**src/rtl/et_peak_collector.sv**
```systemverilog
// et_peak_collector
// Collects peak-flagged ET samples during a trigger window, tags each one with
// its position in the window, and buffers {ts, et} in a show-ahead FIFO that
// drains over a valid/ready interface. Also reports a per-window peak count,
// a sticky overflow flag and a one-cycle window-done pulse.
module et_peak_collector #(
    parameter int unsigned DEPTH = 8,
    parameter int unsigned TS_W  = 8
) (
    input  logic                 clk,
    input  logic                 rst,
    input  logic [16:0]          in_et,
    input  logic                 win_start,
    input  logic [TS_W-1:0]      win_len,
    output logic                 win_busy,
    output logic                 win_done,
    output logic                 out_valid,
    input  logic                 out_ready,
    output logic [TS_W+15:0]     out_data,
    output logic [3:0]           n_peak,
    output logic                 overflow
);

    localparam int unsigned AW = (DEPTH > 1) ? $clog2(DEPTH) : 1;
    localparam int unsigned CW = AW + 1;
    localparam int unsigned DW = TS_W + 16;

    typedef enum logic {
        IDLE = 1'b0,
        OPEN = 1'b1
    } state_t;

    state_t            state_q;
    state_t            state_d;

    logic [TS_W-1:0]   ts_q;
    logic [TS_W-1:0]   len_q;
    logic [3:0]        n_peak_q;
    logic              overflow_q;
    logic              win_done_q;

    logic [DW-1:0]     mem [DEPTH];
    logic [AW-1:0]     wr_ptr_q;
    logic [AW-1:0]     rd_ptr_q;
    logic [CW-1:0]     count_q;

    logic              open_win;
    logic              closing;
    logic              flagged;
    logic              push;
    logic              drop;
    logic              pop;
    logic              full;
    logic              not_empty;

    assign not_empty = (count_q != '0);
    assign full      = (count_q == CW'(DEPTH));

    // Next-state logic and per-edge window/FIFO control decisions.
    always_comb begin
        state_d  = state_q;
        open_win = 1'b0;
        closing  = 1'b0;
        flagged  = 1'b0;
        push     = 1'b0;
        drop     = 1'b0;
        pop      = not_empty && out_ready;
        case (state_q)
            IDLE: begin
                if (win_start) begin
                    state_d  = OPEN;
                    open_win = 1'b1;
                end
            end
            OPEN: begin
                flagged = in_et[16];
                // Fullness is judged before the edge, so a simultaneous pop
                // does not make room for this sample.
                push    = flagged && !full;
                drop    = flagged && full;
                if (ts_q == (len_q - TS_W'(1))) begin
                    state_d = IDLE;
                    closing = 1'b1;
                end
            end
            default: begin
                state_d = IDLE;
            end
        endcase
    end

    // Window state register.
    always_ff @(posedge clk or posedge rst) begin
        if (rst) begin
            state_q <= IDLE;
        end else begin
            state_q <= state_d;
        end
    end

    // Timestamp, latched length, peak count, overflow and done pulse.
    always_ff @(posedge clk or posedge rst) begin
        if (rst) begin
            ts_q       <= '0;
            len_q      <= '0;
            n_peak_q   <= '0;
            overflow_q <= 1'b0;
            win_done_q <= 1'b0;
        end else begin
            win_done_q <= closing;
            if (open_win) begin
                len_q      <= win_len;
                ts_q       <= '0;
                n_peak_q   <= '0;
                overflow_q <= 1'b0;
            end else if (state_q == OPEN) begin
                ts_q <= ts_q + TS_W'(1);
                if (flagged && (n_peak_q != 4'd15)) begin
                    n_peak_q <= n_peak_q + 4'd1;
                end
                if (drop) begin
                    overflow_q <= 1'b1;
                end
            end
        end
    end

    // FIFO storage, pointers and occupancy count.
    always_ff @(posedge clk or posedge rst) begin
        if (rst) begin
            for (int unsigned i = 0; i < DEPTH; i++) begin
                mem[i] <= '0;
            end
            wr_ptr_q <= '0;
            rd_ptr_q <= '0;
            count_q  <= '0;
        end else begin
            if (push) begin
                mem[wr_ptr_q] <= {ts_q, in_et[15:0]};
                wr_ptr_q      <= wr_ptr_q + AW'(1);
            end
            if (pop) begin
                rd_ptr_q <= rd_ptr_q + AW'(1);
            end
            case ({push, pop})
                2'b10:   count_q <= count_q + CW'(1);
                2'b01:   count_q <= count_q - CW'(1);
                default: count_q <= count_q;
            endcase
        end
    end

    assign win_busy  = (state_q == OPEN);
    assign win_done  = win_done_q;
    assign out_valid = not_empty;
    assign out_data  = mem[rd_ptr_q];
    assign n_peak    = n_peak_q;
    assign overflow  = overflow_q;

endmodule

```
**config.mk**
```make
export PLATFORM = sky130hd
export DESIGN_NAME = et_peak_collector
export DESIGN_NICKNAME = d
export VERILOG_FILES = /design/src/rtl/et_peak_collector.sv
export SDC_FILE = /design/constraint.sdc
export NUM_CORES = 1
export LEC_CHECK = 0
export BUFFER_PORTS_ARGS = -buffer_cell sky130_fd_sc_hd__buf_2
export CAP_MARGIN = 5
export CELL_PAD_IN_SITES_DETAIL_PLACEMENT = 0
export CELL_PAD_IN_SITES_GLOBAL_PLACEMENT = 1
export CORE_UTILIZATION = 50
export DETAILED_ROUTE_END_ITERATION = 10
export GPL_TIMING_DRIVEN = 1
export PLACE_DENSITY = 0.77
export REMOVE_ABC_BUFFERS = 1
export SETUP_SLACK_MARGIN = 0.02
export SYNTH_ARGS = -nofsm -noshare
export SYNTH_HDL_FRONTEND = slang
export SYNTH_SLANG_ARGS = --single-unit
```
**constraint.sdc**
```tcl
create_clock -name clk -period 13 [get_ports clk]
set_clock_uncertainty 0.05 [all_clocks]
set_input_delay 1.3 -clock clk [delete_from_list [all_inputs] [get_ports clk]]
set_output_delay 1.3 -clock clk [all_outputs]
set_load 0.05 [all_outputs]
```
==> impl_metrics.json <==
{
  "ys_async_sr_fraction_pct": 100,
  "maxSlewViolCount": 0,
  "post_cts_buffers": 0,
  "num-fill-cells": 1604,
  "yosysSeqAreaShare_pct": 54.2,
  "crit_path_start_kind": "flop",
  "coreArea_sq_um": 20300,
  "holdPathStages": 1,
  "port_buffers": 60,
  "post-dp-hpwl_mm": 12.0,
  "max_cap_viol_count": 0,
  "post_drt_wl_per_cell_um": 19.9,
  "synth-warning-count": 0,
  "grt_usage_pct": 20.6,
  "pre_cts_slack_ns": 9.35,
  "yosysUniqueCellTypes": 42,
  "ir_drop_uv": 217,
  "hold_viol": 0,
  "netlist_instances": 689,
  "num_rows": 52,
  "h-tree-depth": 1,
  "gp_congestion": 0.744,
  "antenna_cells": 0,
  "grt_pass1_vias": 6468,
  "slew_headroom_pct": 30.4,
  "rsz0062_at_grt": "no",
  "required_ns": 11.65,
  "grt_overflow": 0,
  "critPathArrivalTime_ns": 2.77,
  "floorplan.die_area_sq_um": 21300,
  "status": "completed",
  "period_share_pct": 31.7,
  "die_h_um": 146,
  "reg2reg_depth": 6,
  "viasPerCell": 5.68,
  "drc": 0,
  "synth_enable_flop_cells": 0,
  "routed_wl_mm": 20.5,
  "drtIter0Drc": 251,
  "num_vias": 5832,
  "cts_buffer_depth": 3,
  "fmax_ghz": 0.243,
  "worst-path-max-fanout": 50,
  "power_density_nw_per_um2": 310,
  "cts_root_buf": "clkbuf_16",
  "drive_above_1_share_pct": 51.7,
  "antenna_found_initial": 0,
  "ys.flop_type": "dfrtp_1",
  "crit_type": "reg2out",
  "fin_ws_ns": 8.88,
  "syn-cell-area_sq_um": 10400,
  "start_util_pct": 51.2,
  "postCtsHoldBufs": 0,
  "setup_violations": 0,
  "worst_pin_slew_ns": 1.04,
  "power_leakage_nw": 5.02,
  "avgSynthCellArea_sq_um": 15.1,
  "dr.pass1.iters": 4,
  "ys_ff_latch": 225,
  "end_kind": "primary output",
  "cts_tree": "done",
  "clk_latency_ns": 0.50,
  "boundaryPins": 61,
  "grt_max_degree": 146,
  "layout.nets": 776,
  "syn_to_final_growth_pct": 13.1,
  "die_x_um": 146,
  "period_needed_ns": 4.12,
  "setup_tns_ns": 0,
  "hold_class": "reg2reg",
  "ant_nets": 0,
  "cts-resized-gates": 0,
  "clock_sinks": 225,
  "cts_buffers": 24,
  "clkTransAtPathRegs_ns": 0.06,
  "grt_pass1_wl_mm": 34.8
}
-- final timing paths --
| check | startpoint | endpoint | slack (ns) |
|---|---|---|---|
| worst max-delay path | rd_ptr_q[0]$_DFFE_PP0P_ | out_data[7] | 8.88 |
| max in group asynchronous | rst | rd_ptr_q[0]$_DFFE_PP0P_ | 10.17 |
| worst min register to register | mem[183]$_DFFE_PP0P_ | mem[183]$_DFFE_PP0P_ | 0.44 |
| worst min-delay path | mem[183]$_DFFE_PP0P_ | mem[183]$_DFFE_PP0P_ | 0.44 |
| worst max register to register | win_busy$_DFF_PP0_ | mem[125]$_DFFE_PP0P_ | 10.03 |
| min in group asynchronous | rst | mem[138]$_DFFE_PP0P_ | 0.95 |
-- worst max-delay path: stages, from the launching register on --
cell,delay [ns]
dfrtp_4,1.12
mux4_2,0.63
mux2_2,0.29
buf_2,0.21
-- layout by cell type (no fill, tap or decap), types with 10 or more instances in the layout --
cell	count
o21ai_0	10
buf_2	60
xor2_1	11
mux2_2	219
xnor2_1	16
nor2_1	13
nand2_1	37
mux4_2	48
dfrtp_1	223
clkbuf_16	25
buf_4	10
-- layer usage --
| layer | GRT usage (%) | vias to the layer above | part of all wire [%] |
|---|---|---|---|
| li1 | - | 2620 | - |
| met1 | 28.1 | 3076 | 44 |
| met2 | 34.4 | 106 | 49 |
| met3 | 4.00 | 30 | 4.6 |
| met4 | 5.05 | 0 | 1.6 |
| met5 | 0 | - | 0 |
-- registers in the layout, indices dropped and copies added (netlist names) --
| register | count |
|---|---|
| count_q | 4 |
| len_q | 8 |
| mem | 192 |
| n_peak | 4 |
| overflow | 1 |
| rd_ptr_q | 3 |
| ts_q | 8 |
| win_busy | 1 |
| win_done | 1 |
| wr_ptr_q | 3 |
-- per-stage QoR --
stage | instance area [sq um] | utilization (%) | total power [W] | hold WS, ns | std cells
floorplan | 10100 | - | 0.00258 | 0.403 | 643
global placement | 10900 | 53.6 | 0.00286 | 0.416 | 983
finish | 11700 | 57.9 | 0.00364 | 0.443 | 1027
global route | 11700 | 57.9 | 0.00386 | 0.467 | 1027
CTS | 11700 | 57.9 | 0.00368 | 0.444 | 1027
detailed placement | 10900 | 53.6 | 0.00294 | 0.430 | 983
-- cell families (layout without fill, tap and decap cells) --
logic type      after synthesis  after routing  share of synthesized area (%)
flops                       225            225                           54.2
mux                         270            270                           34.5
fa+ha+maj                     8              8                          0.964
simple gates                 82             82                           4.11
buf+inv                      53            121                           2.51
xor+xnor                     27             27                           2.28
compound gates               24             24                           1.46
-- report_power, final --
| group | internal, W | switching (W) |
|---|---|---|
| sequential | 0.00105 | 0.000294 |
| combinational | 0.000772 | 0.000796 |
| clock | 0.000456 | 0.000266 |
-- final cells by class --
type	count	area [sq um]	area share, %
clock buffer	36	747	6.36
sequential	225	5640	48.0
multi-input combinational	411	4500	38.3
inverter	7	33.8	0.288
timing repair buffer	70	375	3.20
tap	270	338	2.88
clock inverter	8	119	1.01
-- synthesized netlist by cell type, types with 2 or more instances --
cell type / number / area [sq um]
a31oi_1: 2 / 12.5
nor4_1: 2 / 12.5
nor2_1: 13 / 48.8
mux2_2: 219 / 2470
buf_4: 4 / 30.0
ha_1: 8 / 100
xor2_1: 11 / 96.3
nor3b_4: 2 / 37.5
clkbuf_1: 19 / 71.3
o21ai_0: 10 / 50.1
buf_2: 12 / 60.1
a21oi_1: 5 / 25.0
nand2_1: 37 / 139
inv_1: 7 / 26.3
mux2i_1: 2 / 20.0
nand4b_1: 2 / 17.5
a31o_2: 2 / 17.5
nand4_1: 5 / 31.3
buf_1: 6 / 22.5
nand3b_1: 2 / 15.0
mux4_2: 48 / 1080
dfrtp_1: 225 / 5630
xnor2_1: 16 / 140
nand2b_1: 3 / 18.8
nand3_1: 6 / 30.0
buf_6: 4 / 45.0
nor3_1: 2 / 10.0
(Power assumes the default switching activity.)
